--- config.mk ---
export PLATFORM = sky130hd
export DESIGN_NAME = rf_wb_arbiter
export DESIGN_NICKNAME = d
export VERILOG_FILES = /design/src/rtl/rf_wb_arbiter.sv
export SDC_FILE = /design/constraint.sdc
export NUM_CORES = 1
export LEC_CHECK = 0
export ABC_AREA = 0
export ABC_CLOCK_PERIOD_IN_PS = 3700
export BUFFER_PORTS_ARGS = -buffer_cell sky130_fd_sc_hd__buf_2
export CELL_PAD_IN_SITES_DETAIL_PLACEMENT = 0
export CELL_PAD_IN_SITES_GLOBAL_PLACEMENT = 1
export CORE_AREA = 2 2 114 116
export DETAILED_ROUTE_END_ITERATION = 8
export DIE_AREA = 0 0 116 118
export PLACE_DENSITY = 0.88
export SYNTH_ARGS = -nofsm -noshare
export SYNTH_HDL_FRONTEND = slang
export SYNTH_SLANG_ARGS = --single-unit
--- constraint.sdc ---
create_clock -name clk -period 3.7 [get_ports clk]
set_input_delay 0.37 -clock clk [delete_from_list [all_inputs] [get_ports clk]]
set_output_delay 0.37 -clock clk [all_outputs]
set_load 0.1 [all_outputs]
--- src/rtl/rf_wb_arbiter.sv ---
// -----------------------------------------------------------------------------
// rf_wb_arbiter
//   Round-robin arbiter that shares the single write port of the register file
//   among NREQ write-back sources. It also keeps a pending-write scoreboard so
//   issue logic can stall on RAW hazards.
//
//   Optional feature macro: RF_WB_FWD_EN
//     When defined, adds a combinational forwarding path. The path exposes the
//     registered write that is in flight this cycle to two read ports.
//
// Ports
//   clk         rising-edge clock
//   rst_n       asynchronous active-low reset
//   req_valid   [NREQ]       requester i has a write pending (held until ready)
//   req_addr    [NREQ*AW]    dest register of requester i, slice [i*AW +: AW]
//   req_data    [NREQ*DW]    write data of requester i, slice [i*DW +: DW]
//   req_ready   [NREQ]       one-hot grant, combinational
//   pend_set    mark pend_addr as awaiting write-back
//   pend_addr   [AW]         register to mark pending
//   pend_mask   [2**AW]      bit r set while register r awaits write-back
//   rf_we       registered write enable to reg_file
//   rf_waddr    [AW]         registered write address to reg_file
//   rf_wdata    [DW]         registered write data to reg_file
//   fwd_raddr1/2 [AW]  (RF_WB_FWD_EN only) read addresses to compare
//   fwd_hit1/2         (RF_WB_FWD_EN only) in-flight write matches read
//   fwd_data1/2 [DW]   (RF_WB_FWD_EN only) forwarded data, 0 when no hit
// -----------------------------------------------------------------------------
module rf_wb_arbiter #(
    parameter int NREQ = 3,
    parameter int AW   = 5,
    parameter int DW   = 32
) (
    input  logic                 clk,
    input  logic                 rst_n,
    input  logic [NREQ-1:0]      req_valid,
    input  logic [NREQ*AW-1:0]   req_addr,
    input  logic [NREQ*DW-1:0]   req_data,
    output logic [NREQ-1:0]      req_ready,
    input  logic                 pend_set,
    input  logic [AW-1:0]        pend_addr,
    output logic [(2**AW)-1:0]   pend_mask,
    output logic                 rf_we,
    output logic [AW-1:0]        rf_waddr,
    output logic [DW-1:0]        rf_wdata
`ifdef RF_WB_FWD_EN
    ,
    input  logic [AW-1:0]        fwd_raddr1,
    input  logic [AW-1:0]        fwd_raddr2,
    output logic                 fwd_hit1,
    output logic                 fwd_hit2,
    output logic [DW-1:0]        fwd_data1,
    output logic [DW-1:0]        fwd_data2
`endif
);

    localparam int PW = (NREQ > 1) ? $clog2(NREQ) : 1;
    localparam int NR = 2**AW;

    // Round-robin pointer: index of the requester with highest priority.
    logic [PW-1:0] ptr_q, ptr_d;

    logic          we_q, we_d;
    logic [AW-1:0] waddr_q, waddr_d;
    logic [DW-1:0] wdata_q, wdata_d;
    logic [NR-1:0] pend_q, pend_d;

    logic          grant_any;
    logic [PW-1:0] gnt_idx;
    logic [PW-1:0] cand;
    logic [AW-1:0] gnt_addr;
    logic [DW-1:0] gnt_data;

    // Round-robin search: the first valid requester found at or after the pointer
    // wins. The search wraps modulo NREQ.
    always_comb begin
        // NOTE: every signal written here gets a default first so no latch is inferred.
        req_ready = '0;
        grant_any = 1'b0;
        gnt_idx   = '0;
        cand      = '0;
        for (int k = 0; k < NREQ; k++) begin
            cand = PW'((int'(ptr_q) + k) % NREQ);
            if (!grant_any && req_valid[cand]) begin
                grant_any = 1'b1;
                gnt_idx   = cand;
            end
        end
        if (grant_any) begin
            req_ready[gnt_idx] = 1'b1;
        end
    end

    assign gnt_addr = req_addr[int'(gnt_idx)*AW +: AW];
    assign gnt_data = req_data[int'(gnt_idx)*DW +: DW];

    always_comb begin
        ptr_d   = ptr_q;
        we_d    = 1'b0;
        waddr_d = waddr_q;
        wdata_d = wdata_q;
        pend_d  = pend_q;

        if (grant_any) begin
            ptr_d   = (gnt_idx == PW'(NREQ - 1)) ? '0 : gnt_idx + 1'b1;
            // A write to x0 is accepted but never reaches the register file.
            we_d    = (gnt_addr != '0);
            waddr_d = gnt_addr;
            wdata_d = gnt_data;
            pend_d[gnt_addr] = 1'b0;
        end

        // The set is applied after the clear, so a producer newly issued for the
        // same register keeps it pending.
        if (pend_set) begin
            pend_d[pend_addr] = 1'b1;
        end

        // x0 is hardwired zero and never pending.
        pend_d[0] = 1'b0;
    end

    // NOTE: the scoreboard is control state (not a data array), so it is reset
    //       along with the other registers.
    always_ff @(posedge clk or negedge rst_n) begin
        if (!rst_n) begin
            ptr_q   <= '0;
            we_q    <= 1'b0;
            waddr_q <= '0;
            wdata_q <= '0;
            pend_q  <= '0;
        end else begin
            // NOTE: non-blocking assignments keep all registers updating from the
            //       same pre-edge values.
            ptr_q   <= ptr_d;
            we_q    <= we_d;
            waddr_q <= waddr_d;
            wdata_q <= wdata_d;
            pend_q  <= pend_d;
        end
    end

    assign rf_we     = we_q;
    assign rf_waddr  = waddr_q;
    assign rf_wdata  = wdata_q;
    assign pend_mask = pend_q;

`ifdef RF_WB_FWD_EN
    // Zero-latency bypass of the write the register file commits this cycle.
    assign fwd_hit1  = we_q && (waddr_q == fwd_raddr1) && (fwd_raddr1 != '0);
    assign fwd_hit2  = we_q && (waddr_q == fwd_raddr2) && (fwd_raddr2 != '0);
    assign fwd_data1 = fwd_hit1 ? wdata_q : '0;
    assign fwd_data2 = fwd_hit2 ? wdata_q : '0;
`endif

endmodule
-- Word-level counts from Yosys, hierarchy flattened
Cells that the tools add are included.
- shifts and indexed selects: 2
- multiply operators: 1
- equal/unequal tests: 1
- muxes and demuxes: 23
- $add $sub $neg: 3
- reduce and logical (&&, ||, !) cells: 8
- $lt $le $gt $ge: 9
- divide/modulo/power cells: 3
- bitwise logic cells: 3
- operators with widths (kind ; number):
    $shiftx A96 B8 Y32 ; 1
    $mod A32 B3 Y32 const B ; 2
    $mux W32 ; 2
    $and A32 B32 Y32 ; 1
    $mod A3 B3 Y32 const B ; 1
    $not A32 Y32 ; 1
    $or A32 B32 Y32 ; 1
    $shiftx A15 B6 Y5 ; 1
    $lt A2 B3 Y1 const B ; 4
    $lt A5 B6 Y1 const B ; 2
    $demux W1 S5 ; 2
    $ge A5 B1 Y1 const B ; 2
    $mux W1 ; 10
    $mux W2 ; 4
    $bmux W1 S2 ; 3
    $logic_and A1 B1 Y1 ; 5
    $mul A2 B3 Y5 const B ; 1
    $reduce_bool A5 Y1 ; 1
    $add A2 B1 Y3 const B ; 1
    $add A2 B2 Y3 const B ; 1
    $mux W3 ; 1
    $add A2 B1 Y2 const B ; 1
    $demux W1 S2 ; 1
    $eq A2 B2 Y1 const B ; 1
    2 further kinds ; 3
- output and inout port bits: 73
- input port bits: 122
- register bits: 71
- word-level logic and storage cells: 58

-- Longest topological paths before layout
Gate-level depths: netlist of the first run.
- depth after elaboration: 21
- mapped depth: 13
- depth with buffers taken out: 10

-- Worst setup path after synthesis of the first run
OpenSTA, ideal clock, no wires.
- path kind: flip-flop to output port
- start point: register ptr_q[1]
- end point: output port req_ready[0]
- buffers on the path: 3
- data required time: 3.330 ns
- slack: -0.991 ns
- stages on the path, launching flop included: 12
- arrival: 4.321 ns
- cells stage by stage: dfrtp_1 inv_1 ha_1 buf_2 mux2i_1 or2_2 a21oi_1 nor2_2 inv_2 buf_2 buf_2 nor3_1
- longest elaborated chain between the ends: 15
- elaborated cells on any way between the ends: 27
- classes of those cells: add/sub (2); div (3); order compare (2); mux (15); reduce/logical (5)
- ends and longest elaborated chain (element ; RTL line ; source):
    start, declared ; 60 ; logic [PW-1:0] ptr_q, ptr_d;
    start signal, assigned ; 134 ; ptr_q <= ptr_d;
    branches (longest 14 deep; another with $mod A32 B3 Y32) ; -- ;
    $mux W3 * ; 88 ; if (grant_any) begin
    end, declared ; 38 ; output logic [NREQ-1:0] req_ready,
Every way passes the cells marked *. The select of a mux whose other input is x is not followed.

-- Final worst setup path of the first run
Same ends and word-level chain as after synthesis.

==> results of run 1 <==
-- kinds of logic (layout without fill, tap and decap cells) --
logic type	Yosys count	count (layout)	synth area share, %
buffers and inverters	44	225	4.782
adder cells (fa/ha/maj)	4	4	1.242
other	1	1	0.09308
multiplexers	21	21	5.901
AND/OR/NAND/NOR	131	131	14.72
AO/OA/AOI/OAI	193	193	29.16
flip-flops	71	71	44.10
-- final timing paths --
| path | startpoint | to | cells after the start |
|---|---|---|---|
| worst max-delay path | ptr_q[1] | req_ready[0] | 9 |
| worst min-delay path | rst_n | pend_mask[27] | 1 |
| worst max register to register | ptr_q[1] | pend_mask[15] | 9 |
| worst min register to register | rf_wdata[20] | rf_wdata[20] | 2 |
| max in group asynchronous | rst_n | rf_wdata[10] | 1 |
| min in group clk | req_data[53] | rf_wdata[21] | 3 |
-- placed cells by master, fill, tap and decap left out, types with 2 or more instances in the layout --
master,count
o21ai_1,6
o41ai_1,16
ha_1,4
a21oi_1,55
nor3_1,4
o221ai_1,4
and3b_1,4
or3b_2,3
mux2_2,9
clkbuf_16,9
o31ai_1,13
mux2i_1,10
clkinvlp_4,2
nor2b_1,3
o21ai_0,61
nand2b_1,3
nand3_1,3
o211ai_1,12
nor2_1,6
nand2_1,91
buf_2,191
o22ai_1,4
nand3b_1,6
dfrtp_1,71
a22oi_1,10
or2_2,2
buf_4,8
o22a_1,2
inv_1,8
-- state kept, by name, indices dropped and copies added (netlist names) --
name	flops
pend_mask	31
ptr_q	2
rf_wdata	32
rf_we	1
rf_waddr	5
-- cell type report --
class | instances | area (sq um) | share of cell area [%]
clock buffer | 10 | 239.0 | 4.380
timing repair buffer | 201 | 1047 | 19.19
sequential | 71 | 1777 | 32.56
tap | 172 | 215.2 | 3.944
multi-input combinational | 350 | 2086 | 38.23
clock inverter | 5 | 58.81 | 1.078
inverter | 9 | 33.78 | 0.6191
-- per-layer routing --
metal  up-vias  part of all wire, %  global-route usage [%]
li1       2054                    -                       -
met1      2021                   42                   22.77
met2       165                   50                   30.19
met3        16                  7.5                   3.090
met4         0                  1.3                   5.878
met5         -                    0                       0
-- worst max-delay path, cell delays in order, from the launching register on --
cell and delay (ns):
dfrtp_1 0.40, inv_1 0.11, ha_1 0.40, mux2i_1 0.30, or2_2 0.18, a21oi_2 0.10, nor2_2 0.31, inv_2 0.24
nor3_4 0.22, buf_2 0.45
-- through the flow --
stage	util [%]	hold WS [ns]
3_3_place_gp	41.46	0.4591
2_1_floorplan	-	0.07441
6_report	43.95	0.1525
3_5_place_dp	41.46	0.4648
4_1_cts	43.86	0.2063
5_1_grt	43.95	0.2267
==> results.md, run 1 <==
- The actual slew at the worst max-slew pin is 0.9506 ns.
- The detailed-route vias per instance is 5.203.
- Routability-driven placement finished with a final weighted congestion of 0.9291.
- The pre-antenna-repair detailed-routing pass consisted of 4 iterations.
- The number of different library cells used by synthesis comes to 46.
- CTS saw 71 sinks.
- The worst path required time is 3.33 ns.
- The warning count from the yosys run is 0.
- The count of pins over their slew limit is 0.
- The final critical path takes up 91.93% of the cycle.
- The first-pass GRT wire length is 19,440 um.
- The number of global-route vias before repair is 3,933.
- The worst setup path is captured at a primary output.
- The die is 118 um tall.
- TritonCTS built the clock tree.
- The number of antenna cells inserted is 0.
- The full die area is 13,690 sq um.
- The core box area is 12,410 sq um.
- The class of the tightest hold or removal check is input port to async pin.
- Wires add up to 12,490 um.
- The area of all placed cells without fillers is 5456 sq um.
- The worst setup path is of the flop to primary output kind.
- The post-synthesis to final-layout area growth is 35.43%.
- Based on the critical path, the design can be clocked at up to 294.0 MHz.
- The async set-reset flop share out of synthesis is 100.0%.
- A synthesized cell averages 8.664 sq um.
- The synthesized netlist occupies a cell area of 4029 sq um.
- The die width is 116 um.
- Detailed placement ended at an HPWL of 9356 um.
- On the final layout, the worst clock skew is 0.009660 ns.
- Sequential cells were found to cover 44.10% of the synthesized design area.
- The setup TNS after final layout is 0 ns.
- The number of core rows is 41.
- Across all setup checks in the final design, the least slack found is 0.2987 ns.
- The insertion delay to the later sink of the worst-skew pair is 0.33 ns.
- The pin count of the biggest net entering global routing is 72.
- The initial antenna violation count is 0.
- The cell with the most instances after synthesis is nand2_1.
- The prevailing post-synth register cell is dfrtp_1.
- After clock tree synthesis, the setup repair step added 0 buffers.
- The register bit count reported by yosys is 71.
- Global routing finished with a remaining overflow of 0.
- The commonest cells after synthesis are nand2_1 (91), dfrtp_1 (71), o21ai_0 (61).
- In the routed design, unresolved DRC markers number 0.
- The minimum clock period is 3.401 ns.
- The type of origin of the critical path is a flop.
- The post-route non-filler standard cell count is 818.
- The data arrival time at the worst-slack endpoint is 3.03 ns.
- After detailed routing, the average wire length per cell comes to 15.27 um.
- The number of DRC violations after detailed-routing iteration 0 is 230.
- After technology mapping, the gate count stands at 465.
- The hold violation count in the final report came to 0.
- The cell sitting at the root of the clock tree is a clkbuf_16.
- The number of top-level design ports is 195.
- The number of port buffers is 193.
- The ratio of cells with drive above 1 in the final layout is 37.00%.
- In this run the worst path has a maximum fanout of 18.
- The detail route stage leaves a number of antenna-violating nets equal to 0.
- The setup check on the worst reg-to-reg path leaves a slack of 0.31 ns.
- Across the run, the number of max-cap violations was 0.
- Once the clock tree was built, the resizer swapped 0 gates to a different size.
- The worst pin sits at a relative slew slack of 35.38%.
- The number of H-tree branching levels is 3.
- The number of hold buffers added after CTS is 0.
- Counting flops with a built-in enable in the synthesized netlist gives 0.
- The final layout contains 768 nets.
- In this run the biggest area consumer among cell types represents 44.10% of the synthesized area.
- Setup repair after global routing left no endpoint under its margin.
- The worst setup slack after placement is 0.2041 ns.
- The net count of the mapped netlist is 591.
- The initial utilization of the core area, before any placement, comes to 32.45%.
- The number of cells in the design after placement is 803.
- The total via count after detailed routing is 4,256.
- After detailed placement, the total cell area comes to 5147 sq um.
- The synthesized design spends more area on one cell type than any other, namely dfrtp_1.
- Yosys attributes the largest share of cell area to dfrtp_1 (44%), nand2_1 (8.5%), o21ai_0 (7.6%), a21oi_1 (7.0%), o41ai_1 (3.5%).
- The final-report setup violation count is 0.
- No sink is reached through more buffers than the 2 on the longest clock path.
- Global routing used 17.80% of the available tracks.
- The number of CTS-inserted buffers is 9.
- The run finished with clean final reports.
- Counting the fill cells in the layout gives 1,251.
- After clock tree synthesis, the clock-pin slew on the worst setup and hold paths is 0.06 ns.
Power of run 1 is left out: the tool's default activity adds up to more than one toggle a clock period on the data nets, which glitch-free logic cannot reach.
==> run 2: changes to the inputs <==
Settings changed: MAX_ROUTING_LAYER set to met4.
==> run 2 against run 1 <==
Sequential cell count did not move; core utilization decreased by 0.21 points; cell count up 0.12%; critical path depth increased by 1; critical path type unchanged; critical endpoint unchanged; highest routed layer unchanged.
==> results.md, run 2 (synthesis results as in run 1) <==
- Result of the run: completed (unchanged).
- The total via count after detailed routing came to 4,190 (was 4,256).
- The startpoint-to-endpoint class of the critical path is flop to primary output (unchanged).
- The actual slew at the worst max-slew pin is 0.9691 ns (was 0.9506 ns).
- The number of global-route vias before repair is 3,971 (was 3,933).
- The worst setup slack after placement is 0.2388 ns (was 0.2041 ns).
- The hold violation count in the final report is 0 (unchanged).
- The number of CTS-inserted buffers is 9 (unchanged).
- The clock tree from TritonCTS is yes (unchanged).
- The count of pins over their slew limit was 0 (unchanged).
- The residual antenna-violating net count after detailed routing is 0 (unchanged).
- The full die area came to 13,690 sq um (unchanged).
- The number of core rows is 41 (unchanged).
- The weighted congestion reported at the end of routability-driven placement is 0.8810 (was 0.9291).
- The worst reg2reg path depth came to 9 (unchanged).
- The final-report setup violation count was 0 (unchanged).
- The post-synthesis to final-layout area growth is 34.78% (was 35.43%).
- The die width is 116 um (unchanged).
- The launching element of the worst setup path is ptr_q[1] (unchanged).
- The initial antenna violation count came to 0 (unchanged).
- The number of flip-flops in the largest register came to 32 (unchanged).
- The clock root buffer master is clkbuf_16 (unchanged).
- The number of DRC violations after detailed-routing iteration 0 was 210 (was 230).
- The DRC violation count after routing came to 0 (unchanged).
- The worst path required time is 3.33 ns (about the same).
- The total clock sinks is 71 (unchanged).
- The number of hold buffers added after CTS is 0 (unchanged).
- The maximum fanout encountered on the critical timing path is 20 (was 18).
- The final global-route overflow total is 0 (unchanged).
- The normalized max-slew margin was 34.12% (was 35.38%).
- The ratio of cells with drive above 1 in the final layout is 37.09% (was 37.00%).
- The type of destination of the critical path was a primary output (unchanged).
- The class of the tightest hold or removal check was input port to async pin (unchanged).
- The commonest non-fill, non-tap cell in the layout was buf_2 (unchanged).
- The setup clock skew after layout is 0.006105 ns (was 0.009660 ns).
- The type of origin of the critical path is a flop (unchanged).
- The number of iterations in the first detailed-routing pass is 4 (unchanged).
- Setup repair after global routing missed its margin: false (unchanged).
- The detailed placement HPWL is 9421 um (was 9356 um).
- The data arrival time at the worst-slack endpoint is 3.06 ns (was 3.03 ns).
- The first-pass GRT wire length was 19,490 um (was 19,440 um).
- The net count reported at finish was 768 (unchanged).
- The worst reg2reg path endpoint is pend_mask[7] (was pend_mask[15]).
- The buffer levels on the longest clock path is 2 (unchanged).
- The post-route fraction of the period consumed by the critical path is 92.68% (was 91.93%).
- The detailed-route vias per instance is 5.116 (was 5.203).
- The setup slack of the critical path after layout is 0.2709 ns (was 0.2987 ns).
- The pin count of the biggest net entering global routing is 72 (unchanged).
- The total global-route track usage is 18.36% (was 17.80%).
- The number of port buffers was 193 (unchanged).
- The wire length reported by the detailed router is 12,580 um (was 12,490 um).
- The number of H-tree branching levels is 3 (unchanged).
- The height of the die was 118 um (unchanged).
- The minimum clock period came to 3.429 ns (was 3.401 ns).
- The insertion delay to the later sink of the worst-skew pair is 0.32 ns (was 0.33 ns).
- The worst-case register-to-register setup slack is 0.31 ns (about the same).
- The initial core utilization is 32.45% (unchanged).
- The reported max-cap violation count came to 0 (unchanged).
- The setup TNS after final layout came to 0 ns (unchanged).
- The reg-to-reg startpoint is ptr_q[1] (unchanged).
- The average wire per standard cell came to 15.36 um (was 15.27 um).
- The achievable frequency is 291.6 MHz (was 294.0 MHz).
- The core box area is 12,410 sq um (unchanged).
- The number of top-level design ports is 195 (unchanged).
- The number of antenna cells inserted was 0 (unchanged).
- The register clock-pin slew on the reported worst setup and hold paths is 0.06 ns (about the same).
- Commonest non-fill, non-tap cells in the layout: buf_2 (191), nand2_1 (91), dfrtp_1 (71) (unchanged).
-- run 2: per-layer routing --
metal / vias up / global-route usage, % / part of all wire, % / wire length [um]
met2: 179 / 30.08 / 48 / 6027
li1: 2045 / - / - / -
met4: 0 / 5.060 / 1.4 / 176
met3: 17 / 4.222 / 7.7 / 968
met5: - / - / 0 / 0
met1: 1949 / 22.69 / 43 / 5408
-- run 2: worst max-delay path, stage by stage, from the launching register on --
cell and delay [ns]:
dfrtp_1 0.41, inv_1 0.11, ha_1 0.41, mux2i_1 0.27
or2_2 0.17, a21oi_2 0.09, nor2_2 0.33, inv_2 0.08
buf_4 0.23, nor3_4 0.18, buf_2 0.45
-- run 2: repair_timing --
action | 4_1_cts | 5_1_grt
gates resized for setup | 0 | 2
buffers inserted | 0 | 0
endpoints found under the setup margin | 0 | 9
endpoints found under the hold margin | 0 | 0
-- run 2: worst max-delay path by stage --
stage	endpoint	cells after the start
2_1_floorplan	req_ready[0]	11
6_report	req_ready[0]	10
3_5_place_dp	pend_mask[7]	9
3_3_place_gp	pend_mask[7]	9
5_1_grt	req_ready[0]	10
4_1_cts	req_ready[0]	10
-- run 2: layout make-up --
| type | instances | area, sq um |
|---|---|---|
| Clock buffer | 10 | 239.0 |
| Multi-Input combinational cell | 350 | 2086 |
| Inverter | 9 | 33.78 |
| Timing Repair Buffer | 201 | 1044 |
| Tap cell | 172 | 215.2 |
| Clock inverter | 6 | 36.28 |
| Sequential cell | 71 | 1777 |
| Fill cell | 1275 | 6984 |
-- run 2: stage by stage --
stage	instance area, sq um	std cells	util [%]	hold WS [ns]
after floorplan	4040	465	-	0.07441
after global placement	5147	803	41.46	0.4588
after detailed placement	5147	803	41.46	0.4663
after CTS	5423	819	43.68	0.2026
after global routing	5430	819	43.74	0.2320
final	5430	819	43.74	0.1749
Power of run 2 is left out for the same reason.
==> run 3: changes to the inputs <==
Settings changed: CELL_PAD_IN_SITES_DETAIL_PLACEMENT 0 to 1.
==> run 3 against run 2 <==
Global-route usage grew 3.3 points; register-to-register slack lost 0.098 ns; die area is the same; maximum frequency shrank 1.7%; core utilization grew 0.68 points; worst setup slack lost 0.059 ns; non-clock buffer count is the same; critical path depth shrank 1; first-iteration DRC count shrank 28%; sequential cell count is the same; sequential share of layout area shrank 0.50 points.
==> results.md, run 3 (synthesis results as in run 1) <==
- The number of antenna cells inserted is 0 (unchanged).
- Setup repair after global routing missed its margin: false (unchanged).
- The die width is 116 um (unchanged).
- The pin count of the biggest net entering global routing came to 72 (unchanged).
- The number of flip-flops in the largest register is 32 (unchanged).
- The number of iterations in the first detailed-routing pass is 4 (unchanged).
- The actual slew at the worst max-slew pin came to 0.9896 ns (was 0.9691 ns).
- The combined buffer and inverter count along the critical path was 1 (was 4).
- The number of core rows is 41 (unchanged).
- The delay of the slowest critical-path stage came to 0.47 ns (was 0.45 ns).
- The achievable frequency is 286.7 MHz (was 291.6 MHz).
- The detailed placement HPWL is 10,760 um (was 9421 um).
- The weighted congestion reported at the end of routability-driven placement is 0.8810 (unchanged).
- The residual antenna-violating net count after detailed routing came to 0 (unchanged).
- The number of top-level design ports is 195 (unchanged).
- The initial antenna violation count was 0 (unchanged).
- The type of destination of the critical path is a flop (was primary output).
- The post-synthesis to final-layout area growth was 36.86% (was 34.78%).
- The first-pass GRT wire length is 22,810 um (was 19,490 um).
- The clock root buffer master is clkbuf_16 (unchanged).
- The total global-route track usage came to 21.67% (was 18.36%).
- The post-route fraction of the period consumed by the critical path is 94.28% (was 92.68%).
- The setup clock skew after layout is 0.007626 ns (was 0.006105 ns).
- The number of DRC violations after detailed-routing iteration 0 was 151 (was 210).
- Result of the run: completed (unchanged).
- The final-report setup violation count is 0 (unchanged).
- The buffer levels on the longest clock path came to 2 (unchanged).
- The type of origin of the critical path is a flop (unchanged).
- The DRC violation count after routing is 0 (unchanged).
- The number of CTS-inserted buffers was 9 (unchanged).
- Chain of cells forming the critical path: inv_1, ha_1, mux2i_1, o21ba_1, mux2i_4, o21ai_0, o22a_1, o41ai_1, o21ai_0 (was inv_1, ha_1, mux2i_1, or2_2, a21oi_2, nor2_2, inv_2, buf_4, nor3_4, buf_2).
- The startpoint-to-endpoint class of the critical path is flop to flop (was flop to primary output).
- The normalized max-slew margin is 32.72% (was 34.12%).
- The height of the die is 118 um (unchanged).
- The clock tree from TritonCTS is yes (unchanged).
- The minimum clock period is 3.488 ns (was 3.429 ns).
- The setup TNS after final layout is 0 ns (unchanged).
- The number of port buffers came to 193 (unchanged).
- The count of pins over their slew limit is 0 (unchanged).
- The initial core utilization was 32.45% (unchanged).
- The data arrival time at the worst-slack endpoint is 3.68 ns (was 3.06 ns).
- The worst path required time came to 3.89 ns (was 3.33 ns).
- The slowest cell on the critical path is o41ai_1 (was buf_2).
- The final global-route overflow total was 0 (unchanged).
- The full die area is 13,690 sq um (unchanged).
- The commonest non-fill, non-tap cell in the layout was buf_2 (unchanged).
- The total clock sinks is 71 (unchanged).
- Commonest non-fill, non-tap cells in the layout: buf_2 (190), nand2_1 (91), dfrtp_1 (71) (was buf_2 (191), nand2_1 (91), dfrtp_1 (71)).
- The post-route non-filler standard cell count came to 819 (unchanged).
- The hold violation count in the final report was 0 (unchanged).
- The detailed-route vias per instance is 5.350 (was 5.116).
- The register clock-pin slew on the reported worst setup and hold paths is 0.06 ns (about the same).
- The core box area is 12,410 sq um (unchanged).
- The average wire per standard cell was 17.57 um (was 15.36 um).
- The library cell appearing most often on the critical path is o21ai_0.
- The maximum fanout encountered on the critical timing path is 14 (was 20).
- The net count reported at finish is 768 (unchanged).
- The insertion delay to the later sink of the worst-skew pair is 0.34 ns (was 0.32 ns).
- The total via count after detailed routing is 4,382 (was 4,190).
- The reported max-cap violation count came to 0 (unchanged).
- The wire length reported by the detailed router was 14,390 um (was 12,580 um).
- The class of the tightest hold or removal check is input port to async pin (unchanged).
- The number of global-route vias before repair was 4,511 (was 3,971).
- The ratio of cells with drive above 1 in the final layout is 37.09% (unchanged).
- The largest delay contributor family on the critical path is compound AO/OA/AOI/OAI gates (was buffers and inverters).
- The number of H-tree branching levels came to 3 (unchanged).
- The number of cells in the design after placement was 803 (unchanged).
[run 3: cell type report]
| type | instances | area [sq um] |
|---|---|---|
| repair buffers | 201 | 1046 |
| inverters | 9 | 33.78 |
| flip-flops and latches | 71 | 1777 |
| clock buffers | 11 | 252.7 |
| multi-input cells | 350 | 2086 |
| well taps | 172 | 215.2 |
| fillers | 1566 | 6900 |
| clock inverters | 5 | 103.9 |
[run 3: final timing paths]
kind	cells past startpoint	slack [ns]	to	startpoint
min	1	0.17	pend_mask[25]	rst_n
min in group clk	3	0.27	rf_wdata[21]	req_data[53]
max	9	0.21	pend_mask[14]	ptr_q[1]
max reg2reg	9	0.21	pend_mask[14]	ptr_q[1]
min reg2reg	2	0.47	rf_waddr[4]	rf_waddr[4]
max in group asynchronous	1	2.95	rf_wdata[15]	rst_n
[run 3: repair_timing]
action / in CTS / in global routing
endpoints found under the setup margin: 0 / 22
resized for setup: 0 / 3
setup buffers: 0 / 0
hold buffers: 0 / 0
[run 3: worst reg2reg max path, cell delays in order, from the launching register on]
cell	delay (ns)
dfrtp_1	0.40
inv_1	0.11
ha_1	0.42
mux2i_1	0.36
o21ba_1	0.35
mux2i_4	0.44
o21ai_0	0.20
o22a_1	0.43
o41ai_1	0.48
o21ai_0	0.17
[run 3: per-layer routing]
metal,routed length [um],part of all wire [%],vias up,GRT usage (%)
li1,-,-,2052,-
met1,5808,40,2127,24.79
met2,7209,50,174,37.28
met3,1066,7.4,29,5.355
met4,302,2.1,0,6.324
met5,0,0,-,-
[run 3: through the flow]
step                hold WS, ns  instance area, sq um  setup WS [ns]  utilization, %
floorplan               0.07441                  4040         0.2824               -
detailed placement       0.4595                  5147         0.1968           41.46
global route             0.2368                  5514        0.01959           44.42
finish                   0.1674                  5514         0.2117           44.42
global placement         0.4588                  5147         0.4818           41.46
CTS                      0.2056                  5504         0.1222           44.34
Power of run 3 is left out for the same reason.
